## src/rtl/line_draw_engine.sv

```systemverilog
// Bresenham line rasteriser. Takes a go/colour/endpoint request from the line
// controller, emits one pixel write per clock toward the VGA adapter, and
// raises done once the segment is finished until go is released.
module line_draw_engine #(
  parameter int XW = 9,
  parameter int YW = 8,
  parameter int CW = 3
) (
  input  logic          clock,
  input  logic          reset,
  input  logic          go,
  input  logic [CW-1:0] colour,
  input  logic [XW-1:0] x0,
  input  logic [YW-1:0] y0,
  input  logic [XW-1:0] x1,
  input  logic [YW-1:0] y1,
  output logic          done,
  output logic          plot,
  output logic [XW-1:0] x,
  output logic [YW-1:0] y,
  output logic [CW-1:0] colour_out
);

  typedef enum logic [1:0] {IDLE, LOAD, DRAW, DONE} state_t;

  state_t state;

  // Request latched in IDLE; later input changes never reach the datapath.
  logic [XW-1:0] lx0, lx1;
  logic [YW-1:0] ly0, ly1;
  logic [CW-1:0] lcol;

  // Bresenham working set. x/y outputs double as the current pixel.
  logic [XW-1:0]        dx;
  logic signed [YW:0]   dy;
  logic                 xneg;
  logic                 yneg;
  logic signed [XW+2:0] err;

  // Set-up values computed from the latched endpoints during LOAD.
  logic [XW-1:0]        load_dx;
  logic [YW-1:0]        load_ady;
  logic signed [YW:0]   load_dy;
  logic signed [XW+2:0] load_dy_w;
  logic signed [XW+2:0] load_err;

  // Per-step decision values for DRAW.
  logic signed [XW+3:0] e2;
  logic signed [XW+3:0] dx_e;
  logic signed [XW+3:0] dy_e;
  logic signed [XW+2:0] dx_w;
  logic signed [XW+2:0] dy_w;
  logic signed [XW+2:0] err_next;
  logic                 step_x;
  logic                 step_y;
  logic                 at_end;

  // Absolute deltas, initial error and the next-step decision for the current pixel.
  always_comb begin
    // NOTE: every combinational output gets a default first, so no path can leave it unassigned and infer a latch.
    load_dx   = (lx1 >= lx0) ? (lx1 - lx0) : (lx0 - lx1);
    load_ady  = (ly1 >= ly0) ? (ly1 - ly0) : (ly0 - ly1);
    load_dy   = -$signed({1'b0, load_ady});
    load_dy_w = load_dy;
    load_err  = $signed({3'b000, load_dx}) + load_dy_w;

    e2   = err;
    e2   = e2 <<< 1;
    dx_e = $signed({4'b0000, dx});
    dy_e = dy;
    dx_w = $signed({3'b000, dx});
    dy_w = dy;

    step_x = (e2 >= dy_e);
    step_y = (e2 <= dx_e);

    // Both corrections are based on the error value from before this step.
    err_next = err;
    if (step_x) err_next = err_next + dy_w;
    if (step_y) err_next = err_next + dx_w;

    at_end = (x == lx1) && (y == ly1);
  end

  // Control FSM with registered pixel/done outputs.
  always_ff @(posedge clock) begin
    // NOTE: state updates use non-blocking assignments so every register samples pre-edge values.
    if (!reset) begin
      state      <= IDLE;
      done       <= 1'b0;
      plot       <= 1'b0;
      x          <= '0;
      y          <= '0;
      colour_out <= '0;
    end else begin
      case (state)
        IDLE: begin
          plot <= 1'b0;
          done <= 1'b0;
          if (go) begin
            lx0   <= x0;
            ly0   <= y0;
            lx1   <= x1;
            ly1   <= y1;
            lcol  <= colour;
            state <= LOAD;
          end
        end
        LOAD: begin
          dx         <= load_dx;
          dy         <= load_dy;
          xneg       <= !(lx0 < lx1);
          yneg       <= !(ly0 < ly1);
          err        <= load_err;
          x          <= lx0;
          y          <= ly0;
          colour_out <= lcol;
          plot       <= 1'b1;
          state      <= DRAW;
        end
        DRAW: begin
          if (at_end) begin
            plot  <= 1'b0;
            done  <= 1'b1;
            state <= DONE;
          end else begin
            err <= err_next;
            if (step_x) x <= xneg ? (x - 1'b1) : (x + 1'b1);
            if (step_y) y <= yneg ? (y - 1'b1) : (y + 1'b1);
          end
        end
        DONE: begin
          plot <= 1'b0;
          if (!go) begin
            done  <= 1'b0;
            state <= IDLE;
          end
        end
      endcase
    end
  end

  // NOTE: the endpoint latches and Bresenham registers are left out of reset; each is written before it is read.

endmodule
```

## config.mk

```make
export PLATFORM = sky130hd
export DESIGN_NAME = line_draw_engine
export DESIGN_NICKNAME = d
export VERILOG_FILES = /design/src/rtl/line_draw_engine.sv
export SDC_FILE = /design/constraint.sdc
export NUM_CORES = 1
export LEC_CHECK = 0
export ABC_AREA = 0
export BUFFER_PORTS_ARGS = -buffer_cell sky130_fd_sc_hd__buf_2
export CAP_MARGIN = 20
export CORE_ASPECT_RATIO = 1.25
export CORE_MARGIN = 8
export CORE_UTILIZATION = 61
export CTS_BUF_LIST = sky130_fd_sc_hd__clkbuf_8 sky130_fd_sc_hd__clkbuf_16
export DETAILED_ROUTE_END_ITERATION = 8
export GPL_TIMING_DRIVEN = 0
export PLACE_DENSITY_LB_ADDON = 0.12
export SLEW_MARGIN = 10
export SYNTH_ARGS = -nofsm -noshare
export SYNTH_HDL_FRONTEND = slang
export SYNTH_SLANG_ARGS = --single-unit
```

## constraint.sdc

```tcl
create_clock -name clock -period 6.69 [get_ports clock]
set_input_delay 0 -clock clock [delete_from_list [all_inputs] [get_ports clock]]
set_output_delay 0 -clock clock [all_outputs]
set_load 0.01 [all_outputs]
```

* Word-level counts from Yosys, hierarchy flattened
Cells that the tools add are included.
Operators by class: eq/ne operators 11, $add $sub $neg 12, reductions and logical operators 14, order comparisons 6, multiplexer cells 23
Operators with widths (count):
- $mux W12 | 3
- $mux W9 | 4
- $mux W8 | 4
- $pmux W12 S2 | 1
- $pmux W9 S2 | 1
- $reduce_and A3 Y1 | 6
- $sub A9 B9 Y9 | 2
- $pmux W8 S2 | 1
- $sub A8 B8 Y8 | 2
- $ge A13 B9 Y1 | 1
- $le A13 B10 Y1 | 1
- $add A12 B10 Y12 | 1
- $add A12 B9 Y12 | 1
- $ne A2 B2 Y1 const B | 6
- $add A10 B9 Y11 | 1
- $add A9 B1 Y9 const B | 1
- $eq A9 B9 Y1 | 1
- $ge A9 B9 Y1 | 1
- $lt A9 B9 Y1 | 1
- $neg A8 Y9 | 1
- $sub A9 B1 Y9 const B | 1
- $add A8 B1 Y8 const B | 1
- $eq A8 B8 Y1 | 1
- $ge A8 B8 Y1 | 1
- other kinds (15) | 22
Word-level totals: input bits 40, output and inout bits 22, register bits 93

* Depth between registers and ports, before layout
Gate-level depths: netlist (run 1).
depth in word-level cells 6, depth in mapped cells 24, mapped depth without buffers 23

* Least setup slack after synthesis (run 1)
No wires, ideal clock.
path type reg-to-reg, from register dy[1], to register err[9] (data pin), required time 6520 ps, arrival 4547 ps, stages on the path, launching flop included 25, period minus slack after synthesis 4716 ps, path buffers 1, path slack 1974 ps, cell sequence edfxtp_1 inv_1 ha_1 nor2b_1 o21a_1 o21a_1 o21ai_0 a211oi_1 nor2_1 mux2i_1 clkbuf_1 nand2_1 o21ai_0 ha_1 a21o_1 a21oi_1 o21bai_1 a21oi_1 o21ai_0 a21o_1 a21oi_1 nor3_1 xnor2_1 a221o_1 a311oi_2
Between the ends: longest elaborated chain between the ends 6, elaborated cells on any way between the ends 7, those cells by class add/sub: 2; order compare: 1; mux: 4
Ends and longest elaborated chain:
- start: declaration | line 35 | logic signed [YW:0] dy;
- start signal: assignment | line 111 | dy <= load_dy;
- $add A12 B9 Y12 or $ge A13 B9 Y1 (tied branches) | line 79, 74
- $mux W12 * | line 79 | if (step_x) err_next = err_next + dy_w;
- $add A12 B10 Y12 | line 80 | if (step_y) err_next = err_next + dx_w;
- $mux W12 * | line 80
- $mux W12 * | line 122 | if (at_end) begin
- $pmux W12 S2 * | line 96 | case (state)
- end signal: assignment | line 114 | err <= load_err;
- end signal: assignment | line 127 | err <= err_next;
- end: declaration | line 38 | logic signed [XW+2:0] err;
Mark *: on every way between the ends. The rest lies on a longest branch, timed or not. The select of a mux whose other input is x is not followed. A chain may end at the register's enable or synchronous reset.

* Final worst setup path (run 1)
Ends and elaborated chain as after synthesis.

==> results of run 1 <==
## final cells by class
| class | count | area (um^2) |
|---|---|---|
| buffer | 16 | 78.8 |
| clock buffer | 10 | 239 |
| clock inverter | 6 | 72.6 |
| fill | 928 | 3540 |
| inverter | 99 | 372 |
| multi-input combinational | 603 | 4890 |
| sequential | 93 | 2550 |
| tap | 168 | 210 |
| timing repair buffer | 102 | 704 |
## per-stage QoR
stage / hold WS, ps / area, um^2 / power [uW]
finish: 42.8 / 9120 / 4460
global placement: 176 / 8410 / 3730
detailed placement: 178 / 8410 / 3860
CTS: 46.6 / 9100 / 4420
floorplan: 98.9 / 7900 / 3210
global route: 101 / 9120 / 4830
## metal layers
layer / track usage [%] / routed length [um] / vias up
met5: 0 / 12 / -
met4: 12.1 / 772 / 2
met3: 4.23 / 907 / 47
met2: 45.8 / 10400 / 186
met1: 24.9 / 7830 / 3022
li1: - / - / 3097
## report_power, final
group          leakage, uW  internal (uW)  switching [uW]
clock network     0.000149            302             227
registers         0.000830            853             157
logic              0.00310           1270            1660
## logic make-up after synthesis
| logic type | Yosys count |
|---|---|
| compound gates | 215 |
| simple gates | 161 |
| buf+inv | 115 |
| fa+ha+maj | 113 |
| flops | 93 |
| xor+xnor | 77 |
| mux | 37 |
## worst register-to-register path, cell delays in order (launching register included)
cell and delay (ps):
edfxtp_1 420, inv_1 120, ha_1 230, nor2b_1 130, o21a_1 170, o21a_1 170
o21ai_0 200, a211oi_1 130, nor2_1 130, mux2i_1 410, buf_4 260, clkbuf_1 380
o21ai_0 290, ha_1 340, a21o_1 150, a21oi_1 240, o21bai_1 120, a21oi_1 290
o21ai_0 140, a21o_1 180, a21oi_1 140, nor3_1 80, xnor2_1 160, a221o_1 310
a311oi_2 200
## layout by cell type, fill, tap and decap left out, types with 10 or more instances in the layout
master         Yosys  layout
a211oi_1          16      16
a21o_1            21      21
a21oi_1           66      66
buf_2              0      61
clkbuf_1          11      12
dfxtp_1           24      24
dlygate4sd3_1      0      38
edfxtp_1          69      69
ha_1             102     102
inv_1             99      99
mux2_2            11      11
mux2i_1           24      24
nand2_1           33      33
nand3_1           10      10
nor2_1            49      49
nor2b_1           17      17
o21ai_0           39      39
o21bai_1          12      12
xnor2_1           53      53
xor2_1            18      18
## how the worst max path moves through the flow
| stage | start | end | slack [ps] | cells past startpoint |
|---|---|---|---|---|
| 2_1_floorplan | dy[1] | err[9] | 1970 | 24 |
| 3_3_place_gp | dy[1] | err[9] | 890 | 23 |
| 3_5_place_dp | dy[1] | err[9] | 780 | 23 |
| 4_1_cts | dy[1] | err[9] | 760 | 23 |
| 5_1_grt | dy[1] | err[9] | 620 | 24 |
| 6_report | dy[1] | err[9] | 1130 | 24 |
## sequential cells by signal (all words and copies together), names as in the netlist, 2 cells and up
name	flops
lx1	9
dy	9
err	12
x	9
state	2
lcol	3
y	8
ly1	8
ly0	8
colour_out	3
lx0	9
dx	9
## what timing repair did
item                                   CTS  global route
endpoints found under the hold margin   42             0
hold buffers                            38             0
resized for setup                        0             0
==> impl_metrics.toml, run 1 <==
[outcome]
status = "completed"

[worst_hold_path]
worstHoldPathCells = 4
worst_hold_startpoint = "go"
worst_hold_path_type = "primary input to register"
worst_hold_path.endpoint = "state[0]"

[detailed_routing]
dr_total_vias = 6354
ant_nets = 0
drt-total-wl_um = 19900
drt-wirelength-per-cell_um = 18.2
drt-vias-per-instance = 5.79
detail_route.iter0.violations = 313
first_pass_iters = 5
drcViolationCount = 0

[timing]
pin_slew_with_the_least_headroom_to_its_limit_ps = 997
hold_violations = 0
setup_violations = 0
max_slew_violation_total_from_the_final_report = 0
worst_slew_margin_rel_pct = 33.6
fmax_mhz = 180
finalSetupTns_ps = 0
setup_skew_after_layout_ps = 5.16
timing.final.crit_share_pct = 83.1
rsz_0062_raised_after_global_routing = "false"
period_minus_slack_ps = 5560
setup_slack_ps = 1130

[setup_path]
critical_path.startpoint_type = "register"
worst_setup_path_end_kind = "register"
critical-path-slowest-cell = "edfxtp_1"
worst_r2r_startpoint = "dy[1]"
crit_family = "compound AO/OA/AOI/OAI gates"
critical-path-max-stage-delay_ps = 420
rr_worst_depth = 24
path_max_fanout = 10
critPathKind = "register to register"
timing.critical_path.cells = "inv_1, ha_1, nor2b_1, o21a_1, o21a_1, o21ai_0, a211oi_1, nor2_1, mux2i_1, buf_4, clkbuf_1, o21ai_0, ha_1, a21o_1, a21oi_1, o21bai_1, a21oi_1, o21ai_0, a21o_1, a21oi_1, nor3_1, xnor2_1, a221o_1, a311oi_2"
r2r_slack_ps = 1130
crit_path_dat_ps = 5730
timing.critical_path.buf_inv = 3
critPathRequiredTime_ps = 6870
critical_path.reg2reg.endpoint = "err[9]"

[cts]
tritoncts_num_sinks = 93
h-tree-depth = 3
cts_post_setup_buffers_inserted = 0
cts-root-buf = "clkbuf_16"
cts_tree = "yes"
clk_latency_ps = 350
clkSlewWorstSetupHoldPaths_ps = 70
cts_max_path_buffers = 2
number_of_buffers_inserted_during_clock_tree_synthesis = 9

[logic_synthesis]
synthesis.area_um2 = 7900
syn_avg_cell_area_um2 = 9.73
dominant_combinational_cell_family_by_area_after_synthesis = "adder cells"
synthesized_instance_count = 811
synth_mux_area_share_pct = 4.99
synthTopCellsByCount = "102 x ha_1, 99 x inv_1, 69 x edfxtp_1"
primary_flip_flop_cell_chosen_by_synthesis_mapping = "edfxtp_1"
yosysMostFrequentCell = "ha_1"
post_synthesis_async_set_or_reset_flop_share_pct = 0
synth.area.top_cells = "edfxtp_1 26%, ha_1 16%, dfxtp_1 6.1%"
synth.ff_latch_count = 93
synth_simple_gate_area_share_pct = 10.5
synth-adder-area-share_pct = 18.7
post-synth-top-area-fraction_pct = 26.2
share_of_synthesized_area_occupied_by_flip_flops_and_latches_pct = 32.3
area_leader_netlist = "edfxtp_1"
synth-compound-area-share_pct = 18.3
postSynthNetCount = 962
synth-warning-count = 0
synth-xor-area-share_pct = 9.54
synth_enable_flop_cells = 69
number_of_distinct_library_cell_variants_in_the_gate_level_netlist_after_synthesis = 76

[floorplanning]
fp.dieArea_um2 = 16900
die_y_extent_um = 143
dieWidth_um = 118
io_pins = 62
initial_utilization_pct = 62.4
core_region_area_um2 = 12700
num_rows = 46

[grt]
global_route.overflow_total = 0
initial_antenna_violation_count = 1
grt_util_all_layers_pct = 24.1
global_route_wire_length_before_repair_um = 32500
largest_net_degree_at_the_start_of_global_routing = 38
first_global_vias = 6764

[final_layout]
areaGrowthSynthToFinish_pct = 15.5
diodes = 0
final_nets = 1075
post-route-util_pct = 72.0
ratio_of_cells_with_drive_above_1_in_the_final_layout_pct = 13.8
fin_cells = 1097

[power]
irDropWorstVdd_v = 0.000257
power_density_nw_per_um2 = 489
total_leakage_power_uw = 0.00408

[place]
dpl.cell_count = 1040
io_buffers = 61
detailedPlacementHpwl_um = 15100
place_worst_setup_slack_ps = 778
gpl_congestion = 0.899

[job]
cap_viol_max_count = 0
Note: power is estimated with default switching activity, not from simulation.
==> run 2: changes to the inputs <==
--- a/config.mk
+++ b/config.mk
@@ -5,7 +5,7 @@
 export SDC_FILE = /design/constraint.sdc
 export NUM_CORES = 1
 export LEC_CHECK = 0
-export ABC_AREA = 0
+export ABC_AREA = 1
 export BUFFER_PORTS_ARGS = -buffer_cell sky130_fd_sc_hd__buf_2
 export CAP_MARGIN = 20
 export CORE_ASPECT_RATIO = 1.25
==> constraint.sdc (replaced) <==
create_clock -name clock -period 5.6 [get_ports clock]
set_input_delay 0 -clock clock [delete_from_list [all_inputs] [get_ports clock]]
set_output_delay 0 -clock clock [all_outputs]
set_load 0.01 [all_outputs]
==> run 2 against run 1 <==
Net effect:
- synthesized area rose by 5.1%
- total power increased by 12%
- largest power group unchanged
- first-iteration DRC count increased by 36%
- clock skew hardly changed
- highest routed layer is now met4
- global-route usage decreased by 0.25 points
- sequential share of layout area decreased by 1.3 points
- wire length increased by 5.9%
- critical path depth is 2 lower
==> impl_metrics.toml, run 2 <==
[logic_synthesis]
synth.area.top_cells = "edfxtp_1 25%, ha_1 15%, nand2_1 9.9%"
synthTopCellsByCount = "218 x nand2_1, 165 x inv_1, 102 x ha_1"
synthesized_instance_count = 1078
syn_avg_cell_area_um2 = 7.70
post-synth-top-area-fraction_pct = 25.0
post_synthesis_async_set_or_reset_flop_share_pct = 0
postSynthNetCount = 1229
share_of_synthesized_area_occupied_by_flip_flops_and_latches_pct = 30.8
synth_enable_flop_cells = 69
synthesis.area_um2 = 8300
synth.ff_latch_count = 93
synth-warning-count = 0
area_leader_netlist = "edfxtp_1"
primary_flip_flop_cell_chosen_by_synthesis_mapping = "edfxtp_1"
number_of_distinct_library_cell_variants_in_the_gate_level_netlist_after_synthesis = 50
yosysMostFrequentCell = "nand2_1"

[detailed_routing]
first_pass_iters = 5
ant_nets = 0
drt-vias-per-instance = 5.42
dr_total_vias = 7410
drt-wirelength-per-cell_um = 15.4
drt-total-wl_um = 21100
detail_route.iter0.violations = 427
drcViolationCount = 0

[floorplanning]
io_pins = 62
dieWidth_um = 120
initial_utilization_pct = 62.4
die_y_extent_um = 146
core_region_area_um2 = 13300
num_rows = 47
fp.dieArea_um2 = 17600

[place]
io_buffers = 61
dpl.cell_count = 1311
gpl_congestion = 0.963
detailedPlacementHpwl_um = 16000

[timing]
timing.final.crit_share_pct = 85.7
period_minus_slack_ps = 4800
finalSetupTns_ps = 0
worst_slew_margin_rel_pct = 39.3
rsz_0062_raised_after_global_routing = "false"
setup_violations = 0
setup_skew_after_layout_ps = 5.16
fmax_mhz = 208
pin_slew_with_the_least_headroom_to_its_limit_ps = 910
hold_violations = 0
max_slew_violation_total_from_the_final_report = 0

[final_layout]
largest_register_ffs = 12
regArea_um2 = 2550
multiInputGateArea_um2 = 5010
fin_cells = 1366
regMostFlops = "err"
mostFrequentLayoutCells = "218 x nand2_1, 165 x inv_1, 102 x ha_1"
diodes = 0
final_nets = 1341
fillCellCount = 1119
areaGrowthSynthToFinish_pct = 15.1
final_common_cell = "nand2_1"
ratio_of_cells_with_drive_above_1_in_the_final_layout_pct = 12.1

[cts]
clk_latency_ps = 340
number_of_buffers_inserted_during_clock_tree_synthesis = 9
cts_max_path_buffers = 2
h-tree-depth = 3
tritoncts_num_sinks = 93
cts-root-buf = "clkbuf_16"
cts_resized = 0
cts_tree = "yes"
clkSlewWorstSetupHoldPaths_ps = 70

[worst_hold_path]
worst_hold_path_type = "primary input to register"

[grt]
grt_util_all_layers_pct = 23.8
global_route_wire_length_before_repair_um = 34000
first_global_vias = 7372
initial_antenna_violation_count = 0
largest_net_degree_at_the_start_of_global_routing = 33
global_route.overflow_total = 0

[power]
irDropWorstVdd_v = 0.000324
total_leakage_power_uw = 0.00471
power_density_nw_per_um2 = 524

[setup_path]
critPathRequiredTime_ps = 5700
path_max_fanout = 10
critical_path.startpoint_type = "register"
worst_setup_path_end_kind = "register"
critPathKind = "register to register"
crit_path_dat_ps = 4900

[job]
cap_viol_max_count = 0

[outcome]
status = "completed"
-- run 2: what timing repair did --
action	4_1_cts	5_1_grt
hold endpoints to repair	38	0
hold buffers	38	0
buffers inserted	0	0
setup endpoints to repair	0	0
-- run 2: metal layers --
metal | GRT usage (%) | vias to the layer above | wire length (um)
met4 | 11.0 | 0 | 835
li1 | - | 3804 | -
met2 | 44.1 | 206 | 10800
met5 | 0 | - | 0
met1 | 26.0 | 3347 | 8580
met3 | 3.24 | 53 | 854
-- run 2: worst max-delay path: stages (launching register included) --
cell and delay, ps:
edfxtp_1 430, inv_1 150, ha_1 400, nand4_1 160
nor2_1 210, o21ai_0 260, nand3_1 160, nand2_1 90
inv_1 200, clkbuf_1 380, o21ai_0 210, ha_1 390
nand3_1 80, and2_1 200, nor3_1 250, nor2_1 70
nor2_1 120, o21ai_0 100, nand2_1 90, nand3_1 100
or2_2 300, o21ai_0 140, nand2_1 70
-- run 2: metrics by stage --
stage	setup WS [ps]	instance area (um^2)	hold WS [ps]	util, %	total power, uW
after floorplan	1870	8300	98.9	-	3560
after global placement	916	8820	176	66.3	4220
after detailed placement	820	8840	178	66.5	4300
after CTS	805	9540	23.6	71.8	4980
after global routing	541	9550	45.3	71.9	5470
final	799	9550	31.3	71.9	5010
-- run 2: cells by family (layout without fill, tap and decap cells) --
family                   Yosys count  count (layout)  synth area share, %
AND/OR/NAND/NOR                  426             426                 23.3
adder cells (fa/ha/maj)          111             111                 17.6
XOR/XNOR                          49              49                 5.17
AO/OA/AOI/OAI                    211             211                 14.3
flip-flops                        93              93                 30.8
buffers and inverters            188             305                 8.96
-- run 2: layout make-up --
cell class,count,share of cell area (%)
multi-input combinational,797,52.4
sequential,93,26.7
timing repair buffer,101,7.47
inverter,167,6.59
clock buffer,11,2.76
tap,171,2.24
buffer,21,1.19
clock inverter,5,0.576
-- run 2: final timing paths --
kind / cells past startpoint / startpoint / end / slack (ps)
hold / removal: 4 / go / done / 30
setup reg to reg: 22 / dy[8] / err[11] / 800
hold reg to reg: 2 / done / done / 460
setup / recovery: 22 / dy[8] / err[11] / 800
-- run 2: report_power, final --
| part | switching, uW | internal (uW) | leakage [uW] |
|---|---|---|---|
| clock | 265 | 385 | 0.000161 |
| combinational | 1990 | 1200 | 0.00371 |
| sequential | 174 | 996 | 0.000831 |
